$ cat src/rtl/accel_spi_reader_if.sv
// -----------------------------------------------------------------------------
// accel_spi_reader_if
//
// Purpose: bundles the sample trigger, the ADXL362 SPI pins and the sample
// output bus of accel_spi_reader into one interface.
//
// Signals:
//   clk_20Hz    trigger from the slow clock generator (asynchronous level)
//   ACL_MISO    SPI data from the accelerometer
//   ACL_MOSI    SPI data to the accelerometer
//   ACL_SCLK    SPI clock, mode 0 (idles low)
//   ACL_CSN     SPI chip select, active low
//   acc_x/y/z   latest axis samples, two's complement
//   data_valid  one-cycle pulse when acc_* update
//   busy        high while a frame or its guard interval is in progress
//
// Modports:
//   master  the reader block (drives SPI pins and the sample bus)
//   slave   the environment (sensor plus trigger source plus consumer)
// -----------------------------------------------------------------------------
interface accel_spi_reader_if;
  logic       clk_20Hz;
  logic       ACL_MISO;
  logic       ACL_MOSI;
  logic       ACL_SCLK;
  logic       ACL_CSN;
  logic [7:0] acc_x;
  logic [7:0] acc_y;
  logic [7:0] acc_z;
  logic       data_valid;
  logic       busy;

  modport master (
    input  clk_20Hz,
    input  ACL_MISO,
    output ACL_MOSI,
    output ACL_SCLK,
    output ACL_CSN,
    output acc_x,
    output acc_y,
    output acc_z,
    output data_valid,
    output busy
  );

  modport slave (
    output clk_20Hz,
    output ACL_MISO,
    input  ACL_MOSI,
    input  ACL_SCLK,
    input  ACL_CSN,
    input  acc_x,
    input  acc_y,
    input  acc_z,
    input  data_valid,
    input  busy
  );
endinterface

$ cat src/rtl/accel_spi_reader.sv
// -----------------------------------------------------------------------------
// accel_spi_reader
//
// Purpose: periodic ADXL362 reader. Every rising edge of the 20 Hz slow clock
// (treated as data and synchronised into CLK100MHZ) starts one SPI mode-0
// burst read: command 0x0B, address 0x08, then three data bytes that land in
// X, Y, Z. The three bytes are published together with a one-cycle
// data_valid strobe when the frame completes.
//
// Parameters:
//   SCLK_HALF_DIV  SCLK half-period in CLK100MHZ cycles (2..255), default 50
//
// Ports:
//   CLK100MHZ  system clock
//   reset      asynchronous, active-high reset
//   bus        accel_spi_reader_if.master (trigger, SPI pins, sample outputs)
//
// Build option:
//   ACCEL_INIT_EN  when defined, the block writes POWER_CTL = 0x02
//                  (0x0A, 0x2D, 0x02) right after reset before going idle.
//                  When undefined, the block leaves reset directly in IDLE.
// -----------------------------------------------------------------------------
module accel_spi_reader #(
  parameter int SCLK_HALF_DIV = 50
) (
  input  logic                CLK100MHZ,
  input  logic                reset,
  accel_spi_reader_if.master  bus
);

  // Terminal value of the half-period divider.
  localparam logic [7:0] LP_TICK = 8'(SCLK_HALF_DIV - 1);

  // Read frame: read command, XDATA address, three dummy bytes (MOSI low).
  localparam logic [39:0] LP_READ_FRAME = {8'h0B, 8'h08, 24'h000000};
  localparam logic [5:0]  LP_READ_LAST  = 6'd39;

`ifdef ACCEL_INIT_EN
  // Init frame: write command, POWER_CTL address, measurement mode.
  // Left-aligned so the same MSB-first shifter serves both frames.
  localparam logic [39:0] LP_INIT_FRAME = {8'h0A, 8'h2D, 8'h02, 16'h0000};
  localparam logic [5:0]  LP_INIT_LAST  = 6'd23;
`endif

  typedef enum logic [1:0] {
    ST_IDLE  = 2'd0,
    ST_XFER  = 2'd1,
    ST_GUARD = 2'd2
`ifdef ACCEL_INIT_EN
    ,
    ST_INIT  = 2'd3
`endif
  } state_t;

`ifdef ACCEL_INIT_EN
  localparam state_t LP_RESET_STATE = ST_INIT;
`else
  localparam state_t LP_RESET_STATE = ST_IDLE;
`endif

  // Trigger synchroniser and edge detector.
  logic        r_sync1;
  logic        r_sync2;
  logic        r_sync3;
  logic        r_edge;

  // FSM and SPI datapath.
  state_t      r_state;
  state_t      w_state_nx;
  logic [7:0]  r_div;
  logic        r_sclk;
  logic        r_mosi;
  logic        r_csn;
  logic        r_busy;
  logic        r_valid;
  logic        r_tail;
  logic        r_init_frame;
  logic [5:0]  r_bit;
  logic [5:0]  r_last_bit;
  logic [39:0] r_tx;
  logic [23:0] r_rx;
  logic [7:0]  r_acc_x;
  logic [7:0]  r_acc_y;
  logic [7:0]  r_acc_z;

  // Control strobes decoded by the FSM.
  logic        w_tick;
  logic        w_start;
  logic        w_start_init;
  logic        w_rise;
  logic        w_fall;
  logic        w_done;
  logic        w_guard_end;
  logic        w_last;
  logic [39:0] w_frame;
  logic [5:0]  w_frame_last;

  assign w_tick = (r_div == LP_TICK);
  assign w_last = (r_bit == r_last_bit);

`ifdef ACCEL_INIT_EN
  assign w_frame      = w_start_init ? LP_INIT_FRAME : LP_READ_FRAME;
  assign w_frame_last = w_start_init ? LP_INIT_LAST  : LP_READ_LAST;
`else
  assign w_frame      = LP_READ_FRAME;
  assign w_frame_last = LP_READ_LAST;
`endif

  // Two-flop synchroniser on clk_20Hz plus registered rising-edge detect.
  always_ff @(posedge CLK100MHZ or posedge reset) begin
    if (reset) begin
      r_sync1 <= 1'b0;
      r_sync2 <= 1'b0;
      r_sync3 <= 1'b0;
      r_edge  <= 1'b0;
    end else begin
      r_sync1 <= bus.clk_20Hz;
      r_sync2 <= r_sync1;
      r_sync3 <= r_sync2;
      r_edge  <= r_sync2 & ~r_sync3;
    end
  end

  // FSM state register.
  always_ff @(posedge CLK100MHZ or posedge reset) begin
    if (reset) begin
      r_state <= LP_RESET_STATE;
    end else begin
      r_state <= w_state_nx;
    end
  end

  // FSM next-state and control strobe decode.
  always_comb begin
    w_state_nx   = r_state;
    w_start      = 1'b0;
    w_start_init = 1'b0;
    w_rise       = 1'b0;
    w_fall       = 1'b0;
    w_done       = 1'b0;
    w_guard_end  = 1'b0;
    case (r_state)
      ST_IDLE: begin
        // Edges are only honoured here; anywhere else they are dropped.
        if (r_edge) begin
          w_start    = 1'b1;
          w_state_nx = ST_XFER;
        end else begin
          w_state_nx = ST_IDLE;
        end
      end
      ST_XFER: begin
        if (w_tick) begin
          if (r_tail) begin
            // One extra half period after the last SCLK fall keeps CSN low
            // for the hold time before it rises.
            w_done     = 1'b1;
            w_state_nx = ST_GUARD;
          end else if (r_sclk) begin
            w_fall     = 1'b1;
            w_state_nx = ST_XFER;
          end else begin
            w_rise     = 1'b1;
            w_state_nx = ST_XFER;
          end
        end else begin
          w_state_nx = ST_XFER;
        end
      end
      ST_GUARD: begin
        // CSN stays high for one half period before another frame may start.
        if (w_tick) begin
          w_guard_end = 1'b1;
          w_state_nx  = ST_IDLE;
        end else begin
          w_state_nx  = ST_GUARD;
        end
      end
`ifdef ACCEL_INIT_EN
      ST_INIT: begin
        w_start      = 1'b1;
        w_start_init = 1'b1;
        w_state_nx   = ST_XFER;
      end
`endif
      default: begin
        w_state_nx = ST_IDLE;
      end
    endcase
  end

  // Half-period divider: runs only while a frame or guard is in progress.
  always_ff @(posedge CLK100MHZ or posedge reset) begin
    if (reset) begin
      r_div <= 8'd0;
    end else if ((r_state == ST_XFER) || (r_state == ST_GUARD)) begin
      r_div <= w_tick ? 8'd0 : (r_div + 8'd1);
    end else begin
      r_div <= 8'd0;
    end
  end

  // SPI shifter, pin registers and frame bookkeeping.
  always_ff @(posedge CLK100MHZ or posedge reset) begin
    if (reset) begin
      r_sclk       <= 1'b0;
      r_mosi       <= 1'b0;
      r_csn        <= 1'b1;
      r_busy       <= 1'b0;
      r_tail       <= 1'b0;
      r_init_frame <= 1'b0;
      r_bit        <= 6'd0;
      r_last_bit   <= LP_READ_LAST;
      r_tx         <= 40'd0;
      r_rx         <= 24'd0;
    end else begin
      if (w_start) begin
        // MOSI bit 0 is valid in the same cycle CSN falls.
        r_csn        <= 1'b0;
        r_busy       <= 1'b1;
        r_sclk       <= 1'b0;
        r_tail       <= 1'b0;
        r_bit        <= 6'd0;
        r_last_bit   <= w_frame_last;
        r_init_frame <= w_start_init;
        r_mosi       <= w_frame[39];
        r_tx         <= {w_frame[38:0], 1'b0};
      end
      if (w_rise) begin
        // MISO is captured on the same clock edge that raises SCLK.
        r_sclk <= 1'b1;
        r_rx   <= {r_rx[22:0], bus.ACL_MISO};
      end
      if (w_fall) begin
        r_sclk <= 1'b0;
        if (w_last) begin
          r_tail <= 1'b1;
          r_mosi <= 1'b0;
        end else begin
          r_bit  <= r_bit + 6'd1;
          r_mosi <= r_tx[39];
          r_tx   <= {r_tx[38:0], 1'b0};
        end
      end
      if (w_done) begin
        r_csn <= 1'b1;
      end
      if (w_guard_end) begin
        r_busy <= 1'b0;
      end
    end
  end

  // Sample outputs: all three axes load together only when a read frame
  // completes, so a partial frame never becomes visible.
  always_ff @(posedge CLK100MHZ or posedge reset) begin
    if (reset) begin
      r_acc_x <= 8'h00;
      r_acc_y <= 8'h00;
      r_acc_z <= 8'h00;
      r_valid <= 1'b0;
    end else if (w_done && !r_init_frame) begin
      r_acc_x <= r_rx[23:16];
      r_acc_y <= r_rx[15:8];
      r_acc_z <= r_rx[7:0];
      r_valid <= 1'b1;
    end else begin
      r_valid <= 1'b0;
    end
  end

  assign bus.ACL_SCLK   = r_sclk;
  assign bus.ACL_MOSI   = r_mosi;
  assign bus.ACL_CSN    = r_csn;
  assign bus.acc_x      = r_acc_x;
  assign bus.acc_y      = r_acc_y;
  assign bus.acc_z      = r_acc_z;
  assign bus.data_valid = r_valid;
  assign bus.busy       = r_busy;

endmodule

$ cat src/flat_wrapper.sv
// flat-port wrapper written by rule: the top's interface ports become plain ports
module accel_spi_reader_flat 
#(
  parameter int SCLK_HALF_DIV = 50
)
  (CLK100MHZ, reset, bus_clk_20Hz, bus_ACL_MISO, bus_ACL_MOSI, bus_ACL_SCLK, bus_ACL_CSN, bus_acc_x, bus_acc_y, bus_acc_z, bus_data_valid, bus_busy);
  accel_spi_reader_if bus_i ();
  input  logic CLK100MHZ;
  input  logic reset;
  input wire logic [$bits(bus_i.clk_20Hz)-1:0] bus_clk_20Hz;
  input wire logic [$bits(bus_i.ACL_MISO)-1:0] bus_ACL_MISO;
  output wire logic [$bits(bus_i.ACL_MOSI)-1:0] bus_ACL_MOSI;
  output wire logic [$bits(bus_i.ACL_SCLK)-1:0] bus_ACL_SCLK;
  output wire logic [$bits(bus_i.ACL_CSN)-1:0] bus_ACL_CSN;
  output wire logic [$bits(bus_i.acc_x)-1:0] bus_acc_x;
  output wire logic [$bits(bus_i.acc_y)-1:0] bus_acc_y;
  output wire logic [$bits(bus_i.acc_z)-1:0] bus_acc_z;
  output wire logic [$bits(bus_i.data_valid)-1:0] bus_data_valid;
  output wire logic [$bits(bus_i.busy)-1:0] bus_busy;
  assign bus_i.clk_20Hz = bus_clk_20Hz;
  assign bus_i.ACL_MISO = bus_ACL_MISO;
  assign bus_ACL_MOSI = bus_i.ACL_MOSI;
  assign bus_ACL_SCLK = bus_i.ACL_SCLK;
  assign bus_ACL_CSN = bus_i.ACL_CSN;
  assign bus_acc_x = bus_i.acc_x;
  assign bus_acc_y = bus_i.acc_y;
  assign bus_acc_z = bus_i.acc_z;
  assign bus_data_valid = bus_i.data_valid;
  assign bus_busy = bus_i.busy;
  accel_spi_reader #(.SCLK_HALF_DIV(SCLK_HALF_DIV)) u_core (.CLK100MHZ(CLK100MHZ), .reset(reset), .bus(bus_i));
endmodule
$ cat config.mk
export PLATFORM = sky130hd
export DESIGN_NAME = accel_spi_reader_flat
export DESIGN_NICKNAME = d
export VERILOG_FILES = /design/src/rtl/accel_spi_reader_if.sv /design/src/rtl/accel_spi_reader.sv /design/src/flat_wrapper.sv
export SDC_FILE = /design/constraint.sdc
export NUM_CORES = 1
export LEC_CHECK = 0
export CAP_MARGIN = 0
export CORE_MARGIN = 10
export CORE_UTILIZATION = 50
export CTS_CLUSTER_SIZE = 8
export DETAILED_ROUTE_END_ITERATION = 16
export DONT_BUFFER_PORTS = 1
export GPL_TIMING_DRIVEN = 0
export REMOVE_ABC_BUFFERS = 1
export SLEW_MARGIN = 5
export SYNTH_ARGS = -nofsm -noshare
export SYNTH_HDL_FRONTEND = slang
export SYNTH_SLANG_ARGS = --single-unit
$ cat constraint.sdc
create_clock -name CLK100MHZ -period 4.4 [get_ports CLK100MHZ]
set_input_delay 0.22 -clock CLK100MHZ [delete_from_list [all_inputs] [get_ports CLK100MHZ]]
set_output_delay 0.22 -clock CLK100MHZ [all_outputs]
set_load 0.01 [all_outputs]
**After elaboration in Yosys (flattened, before gate mapping)**

Cells that the tools add are included.
W data, S select, Z words.

- $add $sub $neg: 2
- Multipliers: 0
- Divide/modulo/power cells: 0
- $lt $le $gt $ge: 0
- Equality and inequality tests: 4
- Shift-type cells: 0
- Mux-type cells: 40
- Bitwise operators: 2
- Reduce and logical (&&, ||, !) cells: 6

Operators by type and width:

| cell | count |
|---|---|
| $mux W40 | 3 |
| $mux W1 | 28 |
| $mux W6 | 3 |
| $mux W8 | 2 |
| $add A8 B1 Y8 const B | 1 |
| $eq A8 B6 Y1 const B | 1 |
| $add A6 B1 Y6 const B | 1 |
| $eq A6 B6 Y1 const B | 1 |
| $mux W2 | 3 |
| $pmux W2 S3 | 1 |
| $reduce_bool A2 Y1 | 3 |
| $reduce_bool A3 Y1 | 1 |
| $eq A2 B1 Y1 const B | 1 |
| $eq A2 B2 Y1 const B | 1 |
| $logic_not A2 Y1 | 1 |
| $and A1 B1 Y1 | 1 |
| $logic_or A1 B1 Y1 | 1 |
| $not A1 Y1 | 1 |

- Flip-flop bits (word level): 114
- Bits in latches: 0
- RAM bits: 0
- Bits in read-only memories: 0
- Output and inout bits: 29
- Logic and storage cells: 72
- Memories kept: 0

**Logic depth before layout (Yosys ltp)**

Gate-level depths: netlist (run 1).

- Depth in word-level cells: 6
- Mapped depth: 7
- Depth with buffers taken out: 6

**Worst setup path after synthesis (run 1)**

OpenSTA, ideal clock, no wires.

- Path kind: register -> register
- Start point: reg u_core.r_state[1]
- End point: reg u_core.r_tx[28]
- Arrival time: 1.696 ns
- Data required time: 4.275 ns
- Setup slack: 2.580 ns
- Stages on the path, launching flop included: 7
- Path buffers: 0
- Clock period less this slack: 1.820 ns
- Cells stage by stage: dfrtp_1 -> inv_1 -> ha_1 -> and3b_1 -> nand4_1 -> nor2_4 -> mux2_2

- Word-level cells in the longest chain between the ends: 5

RTL lines:

| item | line | text |
|---|---|---|
| from (decl) | accel_spi_reader.sv:68 | `state_t r_state;` |
| from (signal assigned) | accel_spi_reader.sv:129 | `r_state <= w_state_nx;` |
| $logic_not A2 Y1 | accel_spi_reader.sv:142 | `case (r_state)` |
| $mux W1 | accel_spi_reader.sv:142 |  |
| $mux W40 | accel_spi_reader.sv:217 | `if (w_start) begin` |
| $mux W40 | accel_spi_reader.sv:236 | `if (w_last) begin` |
| $mux W40 (*) | accel_spi_reader.sv:234 | `if (w_fall) begin` |
| to (signal assigned) | accel_spi_reader.sv:227 | `r_tx <= {w_frame[38:0], 1'b0};` |
| to (signal assigned) | accel_spi_reader.sv:242 | `r_tx <= {r_tx[38:0], 1'b0};` |
| to (decl) | accel_spi_reader.sv:80 | `logic [39:0] r_tx;` |

Mark *: on every way between the ends. The rest lies on a longest branch, timed or not.
A chain may end at the register's enable or synchronous reset.

**Worst setup path in the final report (run 1)**

Same ends and word-level chain as after synthesis.

==> results of run 1 <==
## cell usage in the layout (no fill, tap or decap), types with 2 or more instances in the layout
master / n
a21oi_1: 5
a22o_1: 3
and2_1: 2
and3_1: 4
buf_12: 2
buf_16: 2
bufinv_16: 5
clkbuf_16: 16
clkbuf_8: 9
clkinvlp_4: 2
dfrtp_1: 113
dlygate4sd3_1: 3
ha_1: 7
inv_1: 41
mux2_2: 16
mux2_4: 36
mux2i_1: 38
nand2_1: 49
nand3_1: 8
nand3_4: 2
nor2_1: 12
nor2b_1: 3
o21ai_0: 3
xnor2_1: 5
xor2_1: 3
## worst max-delay path: stages (launching register included)
cell and delay [ns]:
dfrtp_1 0.40, inv_1 0.08, ha_1 0.28, and3b_1 0.22, nand4_1 0.20, nor2_4 0.44, buf_12 0.26, buf_16 0.18
mux2_2 0.33
## worst max-delay path by stage
stage                       from                   to  slack, ns  cells after the start
2_1_floorplan              reset  u_core.bus.ACL_MOSI       1.17                      1
3_3_place_gp               reset      u_core.r_div[1]      -0.04                      1
3_5_place_dp   u_core.r_state[1]      u_core.r_tx[28]       1.87                      8
4_1_cts        u_core.r_state[1]      u_core.r_tx[28]       1.85                      8
5_1_grt        u_core.r_state[1]      u_core.r_tx[28]       1.74                      8
6_report       u_core.r_state[1]      u_core.r_tx[28]       1.88                      8
## metrics by stage
| step | hold WS (ns) | instances | cell area, um2 | setup TNS, ns | utilization |
|---|---|---|---|---|---|
| floorplan | 0.2514 | 362 | 4793 | 0 | - |
| finish | 0.2206 | 534 | 5782 | 0 | 0.5998 |
| global placement | 0.2516 | 495 | 4960 | -4.179 | 0.5145 |
| detailed placement | 0.1321 | 499 | 5062 | 0 | 0.5252 |
| CTS | 0.2216 | 534 | 5782 | 0 | 0.5998 |
| global route | 0.2424 | 534 | 5782 | 0 | 0.5998 |
## area by class of cell
| cell class | count | area (um2) |
|---|---|---|
| Clock buffer | 25 | 524.3 |
| Clock inverter | 7 | 165.2 |
| Fill cell | 787 | 3857 |
| Inverter | 42 | 162.7 |
| Multi-Input combinational cell | 206 | 1784 |
| Sequential cell | 114 | 2854 |
| Tap cell | 133 | 166.4 |
| Timing Repair Buffer | 7 | 125.1 |
## flip-flops by register name, summed over array words and instances, names as in the netlist, 2 cells and up
register          cells
u_core.bus.acc_x      8
u_core.r_bit          6
u_core.r_div          8
u_core.bus.acc_y      8
u_core.bus.acc_z      8
u_core.r_rx          24
u_core.r_tx          40
u_core.r_state        2
## what timing repair did
item                      4_1_cts  5_1_grt
setup buffers                   0        0
hold endpoints to repair       48        0
hold buffers                    3        0
## cell families (layout without fill, tap and decap cells)
family | count (synthesis) | in the layout | synth area share
AND/OR/NAND/NOR | 89 | 89 | 0.09112
multiplexers | 90 | 90 | 0.2246
XOR/XNOR | 8 | 8 | 0.01429
AO/OA/AOI/OAI | 12 | 12 | 0.01557
adder cells (fa/ha/maj) | 7 | 7 | 0.01787
flip-flops | 114 | 114 | 0.5822
buffers and inverters | 55 | 81 | 0.05437
## where the power goes
| part | leakage (nW) | switching, mW | internal (mW) |
|---|---|---|---|
| clock | 0.333 | 0.455 | 1.10 |
| sequential | 1.55 | 0.0364 | 1.08 |
| combinational | 0.873 | 0.0635 | 0.0464 |
## routing by layer
metal  part of all wire  routed length [um]  track usage  vias to the layer above
met4              0.016                 127      0.06412                        0
met2               0.46                3665       0.1812                       41
met5                  0                   0            0                        -
met1               0.46                3670       0.1514                     1315
met3              0.059                 469      0.05338                       13
li1                   -                   -            -                     1251
==> impl_results.md, run 1 <==
- Status: finished, final reports clean
- Worst min path class: in2async
- Initial Utilization: 0.5086
- Gate Count Post-Synth: 375
- Overall power: 2.778 mW
- RSZ-0062 raised after global routing: false
- Layout net count: approximately 400
- Clock insertion delay at the later pin of the skew report: about 0.51 ns
- Post-Syn Area per Cell: 13.07 um2
- CP required: 4.79 ns
- Worst VDD drop: 286.4 uV
- Crit path DAT: between 2 and 3 ns
- Gr ovfl total: 0
- Synth warnings: 0
- CTS root buf: clkbuf_8
- R2R depth: 8
- Clk buf depth: 2
- Layout cells sized above 1: 0.2394
- Reg-to-reg endpoint: u_core.r_tx[28]
- Die width: 119.0 um
- Power Dens Cells: 480.5 nW/um2
- Pin count of the biggest net entering global routing: 69
- Routed vias: 2620
- IO Pins: 33
- Worst setup margin: 1.882 ns
- Most common cell in the netlist: dfrtp_1
- Final Cycle Share: 0.5723
- Worst slew margin: 0.6430
- FF+latch count, synth: 114
- CP Capture Type: register
- Least-Margin Pin Slew: around 0.54 ns
- Yosys top cell area share: 0.5768
- CTS buffer count: 17
- Total Wirelength: approximately 7.9 mm
- DRC violations left: 0
- Gp weighted congestion: ~0.76
- Synth top cells by count: dfrtp_1, nand2_1, inv_1
- Seq/Total Area, Yosys: 0.5822
- Avg WL per Cell: 14.86 um
- Place WS: between 1.5 and 2 ns
- Post-route minimum period: 2.518 ns
- Max Cap Violations: 0
- Post-synth EDFFs: 0
- Total GRT Usage: 0.1234
- H-tree levels: 4
- Startpoint Class: register
- Top_reg_cell synth: dfrtp_1
- Clock transition at path regs: 0.05 ns
- CTS tree: done
- Rows: 36
- ANT nets after route: 0
- Via-per-instance ratio: roughly 4.9
- Worst-case clock skew: 0.005166 ns
- Endpoints failing setup: 0
- Asr flop ratio synth: 1.000
- Post-cts sizing count: 0
- Die ar.: roughly 14000 um2
- Syn-to-layout area delta: 17.94%
- DP HPWL: ~4.6 mm
- Max Slew Vio Count: 0
- DIE HEIGHT: about 120 um
- Final hold violations: 0
- Post-synthesis cell area: 4902 um2
- Synth unique cells: 30
- PortBufs: 0
- Vias in the first global route: 2827
- First-pass GRT wire length: 14.23 mm
- 1st-pass router iterations: 4
- Worst reg2reg setup slack: 1.88 ns
- Synth area leaders: dfrtp_1, mux2_4, mux2i_1
- Iter 0 DRT Violations: roughly 140
- Crit Path Category: reg2reg
- # diodes: 0
- Initial antenna violation count: 0
- Core ar.: 9639 um2
- Yosys top cell by area: dfrtp_1
- Max FO, Critical Path: 21
- Reg2reg start: u_core.r_state[1]
- Leakage: 2.754 nW
- Fmax: 0.3971 GHz
- Num Clock Sinks: 114
No activity file was read; power rests on OpenSTA's default activity.
==> run 2, diff against run 1 <==
Settings changed: PLACE_DENSITY set to 0.68.
Clock period 4.4 ns to 2.2 ns, I/O delays scaled along.
==> impl_results.md, run 2 (synthesis results as in run 1) <==
- Die width: 119.0 um (unchanged)
- Num Clock Sinks: 114 (unchanged)
- Internal power: 3.938 mW (+77%)
- Worst-case clock skew: 0.01010 ns (+0.004930 ns)
- Clock transition at path regs: 0.05 ns (about the same)
- CTS tree: done
- CTS root buf: clkbuf_8
- Clk buf depth: 2 (unchanged)
- M1 WL: 3.716 mm (+1.3%)
- Most flops, register: u_core.r_tx
- Routed vias: 2656 (+1.4%)
- Routed wl met2: 3.764 mm (+2.7%)
- Initial Utilization: 0.5086 (unchanged)
- Crit Path Category: reg2reg
- 1st-pass router iterations: 4 (unchanged)
- Syn-to-layout area delta: 16.95%
- # diodes: 0 (unchanged)
- Via-per-instance ratio: 4.909 (about the same)
- Sw frac: 0.2149 (+0.01519)
- Clock power share: 0.512 (-0.047)
- R2R depth: 4 (-4)
- Gr ovfl total: 0 (unchanged)
- Vias in the first global route: 2820 (-0.25%)
- Core ar.: 9639 um2 (unchanged)
- Layout Cells excl Fill: 541 (+1.3%)
- Crit. Startpoint: u_core.r_div[7]
- Final core occ: 0.5948 (-0.005062)
- H-tree levels: 4 (unchanged)
- Most frequent cells in the layout: dfrtp_1, nand2_1, inv_1, mux2i_1, mux2_4
- Most common cell after layout, fill and taps aside: dfrtp_1
- Gp weighted congestion: 0.7788 (+2.0%)
- DIE HEIGHT: 119.0 um (unchanged)
- Final Cycle Share: 0.9258 (+0.3534)
- Post-route minimum period: 2.037 ns (-0.4815 ns)
- Reg2reg start: u_core.r_div[7]
- CTS buffer count: 17 (unchanged)
- Worst setup margin: 0.1634 ns (-1.718 ns)
- Power Dens Cells: 874.9 nW/um2 (+82%)
- CP required: 2.57 ns (-2.22 ns)
- Clock insertion delay at the later pin of the skew report: 0.49 ns (-0.02 ns)
- Iter 0 DRT Violations: 125 (-12%)
- ANT nets after route: 0 (unchanged)
- Fmax: 0.4910 GHz (+24%)
- First-pass GRT wire length: 13.83 mm (-2.9%)
- NetSw: 1.078 mW (+94%)
- Overall power: 5.016 mW (+81%)
- Total Wirelength: 8.053 mm (+1.5%)
- Combinational fraction of design power: 0.044 (+0.004)
- Largest regs: u_core.r_tx (40), u_core.r_rx (24)
- Die ar.: 14160 um2 (unchanged)
- Startpoint Class: register
- Worst VDD drop: 510.0 uV (+78%)
- Leakage: 2.737 nW (-0.61%)
- Worst slew margin: 0.4016 (-0.2414)
- DR top layer: met4
- Pin count of the biggest net entering global routing: 94 (+36%)
- Crit path DAT: 2.40 ns (-0.50 ns)
- PortBufs: 0 (unchanged)
- Initial antenna violation count: 0 (unchanged)
- Max Slew Vio Count: 0 (unchanged)
- Status: finished, final reports clean
- Layout cells sized above 1: 0.2500 (+0.01060)
- Max reg flops: 40 (unchanged)
- RSZ-0062 raised after global routing: false
- Max FO, Critical Path: 27 (+29%)
- Place WS: -0.2640 ns (-2.133 ns)
- Filler Cells Inserted: 778 (-1.1%)
- DP Cell Count: 498 (-0.20%)
- Worst min path class: in2async
- DP HPWL: 4.753 mm (+2.5%)
- Final hold violations: 0 (unchanged)
- Sequential cell fraction of total power: 0.444 (+0.043)
- Endpoints failing setup: 0 (unchanged)
- Max Cap Violations: 0 (unchanged)
- Avg WL per Cell: 14.89 um (+0.20%)
- Routed wl met3: 524 um (+12%)
- DRC violations left: 0 (unchanged)
- Layout net count: 406 (+1.8%)
- Least-Margin Pin Slew: 0.8945 ns (+0.3590 ns)
- IO Pins: 33 (unchanged)
- CP Capture Type: register
- Total GRT Usage: 0.1168 (-0.006626)
- Rows: 36 (unchanged)
## run 2: layout make-up
class	instances	area, um2	share of cell area
flip-flops and latches	114	2854	0.4978
inverters	42	162.7	0.02837
clock buffers	22	462.9	0.08075
repair buffers	14	182.7	0.03186
multi-input cells	206	1797	0.3134
well taps	133	166.4	0.02903
clock inverters	10	107.6	0.01877
## run 2: through the flow
stage	TNS [ns]	area, um2	hold WS (ns)
global placement	-258.15	4960	0.1415
finish	0	5733	0.05780
floorplan	-113.46	4793	0.1414
CTS	0	5660	0.03821
global route	0	5733	0.04662
detailed placement	-1.835	5050	-0.07491
## run 2: power by group through the flow
stage	Combinational [mW]	Sequential [mW]	Clock (mW)
global placement	0.201	2.26	0
floorplan	0.172	2.25	0
finish	0.220	2.23	2.57
CTS	0.225	2.22	2.62
global route	0.253	2.23	2.74
detailed placement	0.217	2.26	0
## run 2: metal layers
metal,vias up,GRT usage
li1,1271,-
met3,4,0.05479
met1,1344,0.1477
met5,-,0
met2,37,0.1750
met4,0,0.03435
## run 2: final timing paths
check,endpoint,slack (ns)
hold / removal,u_core.bus.acc_x[7],0.06
setup / recovery,u_core.bus.acc_y[1],0.16
min in group CLK100MHZ,u_core.r_sync1,0.18
hold reg to reg,u_core.r_sync2,0.35
setup reg to reg,u_core.bus.acc_y[1],0.16
max in group asynchronous,u_core.bus.ACL_CSN,1.43
## run 2: what timing repair did
item | 4_1_cts | 5_1_grt
buffers inserted | 1 | 7
hold buffers | 3 | 0
pin swaps | 1 | 1
gates resized for setup | 1 | 2
setup endpoints to repair | 20 | 1
endpoints found under the hold margin | 115 | 0
## run 2: critical path: stages, from the launching register on
cell	delay, ns
dfrtp_1	0.42
nor4_4	0.36
and3_4	0.28
nand3_4	0.40
mux2_4	0.45
==> run 3, diff against run 2 <==
Settings changed: CORE_UTILIZATION 50 to 35, PLACE_DENSITY 0.68 to unset.
==> impl_results.md, run 3 (synthesis results as in run 1) <==
- DIE HEIGHT: 138.4 um (+16%)
- Sequential cell fraction of total power: 0.410 (-0.034)
- Max reg flops: 40 (unchanged)
- Combinational fraction of design power: 0.041 (-0.003)
- Internal power: 4.330 mW (+10%)
- Power Dens Cells: 937.4 nW/um2 (+7.1%)
- Layout net count: 401 (-1.2%)
- Core ar.: 13830 um2 (+43%)
- Overall power: 5.432 mW (+8.3%)
- Die ar.: 19140 um2 (+35%)
- Syn-to-layout area delta: 18.20%
- CP Capture Type: register
- # diodes: 0 (unchanged)
- Clock transition at path regs: 0.05 ns (about the same)
- Least-Margin Pin Slew: 0.8652 ns (-0.02924 ns)
- ANT nets after route: 0 (unchanged)
- Clk buf depth: 2 (unchanged)
- Post-route minimum period: 2.082 ns (+0.04485 ns)
- Reg2reg start: u_core.r_div[7]
- Total Wirelength: 7.921 mm (-1.6%)
- Reg-to-reg endpoint: u_core.bus.acc_x[3]
- Gr ovfl total: 0 (unchanged)
- H-tree levels: 4 (unchanged)
- R2R depth: 4 (unchanged)
- CTS root buf: clkbuf_16
- Via-per-instance ratio: 4.510 (-8.1%)
- Worst min path class: in2async
- Rows: 43 (+19%)
- Worst slew margin: 0.4211 (+0.01956)
- Layout cells sized above 1: 0.2438 (-0.006219)
- First-pass GRT wire length: 13.91 mm (+0.60%)
- Startpoint Class: register
- Die width: 138.4 um (+16%)
- Routed vias: 2625 (-1.2%)
- Place WS: -0.3806 ns (-0.1165 ns)
- Crit path DAT: 2.36 ns (-0.04 ns)
- Crit Path Category: reg2reg
- Most common cell after layout, fill and taps aside: dfrtp_1
- Largest regs: u_core.r_tx (40), u_core.r_rx (24)
- Endpoints failing setup: 0 (unchanged)
- Worst VDD drop: 609.8 uV (+20%)
- Avg WL per Cell: 13.61 um (-8.6%)
- Final hold violations: 0 (unchanged)
- Num Clock Sinks: 114 (unchanged)
- Max FO, Critical Path: 27 (unchanged)
- Most flops, register: u_core.r_tx
- Worst setup margin: 0.1185 ns (-0.04485 ns)
- WHS: 0.1256 ns (+0.06781 ns)
- Most frequent cells in the layout: dfrtp_1, nand2_1, inv_1, mux2i_1, mux2_4
- Final Cycle Share: 0.9461 (+0.02039)
- Initial Utilization: 0.3545 (-0.1540)
- Final core occ: 0.4191 (-0.1757)
- Max Slew Vio Count: 0 (unchanged)
- Vias in the first global route: 2753 (-2.4%)
- PortBufs: 0 (unchanged)
- RSZ-0062 raised after global routing: false
- Fmax: 0.4804 GHz (-2.2%)
- DP HPWL: 4.692 mm (-1.3%)
- Initial antenna violation count: 0 (unchanged)
- Pin count of the biggest net entering global routing: 99 (+5.3%)
- Max Cap Violations: 0 (unchanged)
- Iter 0 DRT Violations: 130 (+4.0%)
- CP required: 2.48 ns (-0.09 ns)
- 1st-pass router iterations: 4 (unchanged)
- Leakage: 2.742 nW (+0.18%)
- Status: finished, final reports clean
- Worst reg2reg setup slack: 0.12 ns (-0.04 ns)
- NetSw: 1.101 mW (+2.2%)
- Worst-case clock skew: 0.008186 ns (-0.001910 ns)
- IO Pins: 33 (unchanged)
- Clock power share: 0.549 (+0.037)
- CTS tree: done
- CTS buffer count: 17 (unchanged)
- Sw frac: 0.2028 (-0.01216)
- DRC violations left: 0 (unchanged)
- Clock insertion delay at the later pin of the skew report: 0.40 ns (-0.09 ns)
- Total GRT Usage: 0.08713 (-0.02969)
- Gp weighted congestion: 0.7390 (-5.1%)
## run 3: cell types whose count changed in the layout (fill, tap and decap cells not counted), sizes merged
cell      change
clkinvlp      -2
nor2          +1
buf           -5
bufinv        +3
clkbuf        -3
## run 3: through the flow
step	area, um2	std cells	TNS (ns)
final	5794	582	0
after detailed placement	5074	544	-5.622
after floorplan	4793	362	-113.46
after global placement	5019	542	-253.95
after CTS	5774	581	0
after global routing	5794	582	0
## run 3: routing by layer
layer / share of wire / GRT usage / vias to the layer above / wire (um)
met5: 0 / 0 / - / 0
met4: 0.015 / 0.03496 / 0 / 119
met3: 0.074 / 0.04726 / 11 / 583
met2: 0.46 / 0.1268 / 39 / 3631
met1: 0.45 / 0.1051 / 1316 / 3587
li1: - / - / 1259 / -
## run 3: how the worst max path moves through the flow
stage                 startpoint  slack [ns]             endpoint  depth (start not counted)
3_5_place_dp   u_core.r_state[1]       -0.38      u_core.r_tx[28]                          7
6_report         u_core.r_div[7]        0.12  u_core.bus.acc_x[3]                          4
3_3_place_gp               reset       -2.02  u_core.bus.acc_x[4]                          1
5_1_grt        u_core.r_state[1]        0.03       u_core.r_tx[1]                          6
2_1_floorplan              reset       -0.92  u_core.bus.ACL_MOSI                          1
4_1_cts        u_core.r_state[1]        0.02      u_core.r_tx[28]                          7
## run 3: power groups by stage
stage	registers [mW]	clock network, mW	logic, mW
2_1_floorplan	2.25	0	0.172
3_3_place_gp	2.26	0	0.203
3_5_place_dp	2.26	0	0.217
4_1_cts	2.23	3.05	0.225
5_1_grt	2.24	3.15	0.252
6_report	2.23	2.98	0.220
## run 3: critical path: stages (launching register included)
cell	delay, ns
dfrtp_1	0.42
nor4_4	0.36
and3_4	0.28
nand3_4	0.42
mux2_4	0.46
## run 3: final cells by class
type / count / area, um2
fillers: 1250 / 8033
multi-input cells: 207 / 1803
flip-flops and latches: 114 / 2854
well taps: 180 / 225.2
clock buffers: 20 / 466.7
clock inverters: 11 / 182.7
inverters: 42 / 162.7
repair buffers: 8 / 100.1
## run 3: timing repair
| item | CTS | global route |
|---|---|---|
| cloned | 1 | 0 |
| buffers inserted | 2 | 1 |
| endpoints found under the hold margin | 115 | 0 |
| hold buffers | 3 | 0 |
| gates resized for setup | 0 | 2 |
| pin swaps | 1 | 0 |
| setup endpoints to repair | 29 | 16 |
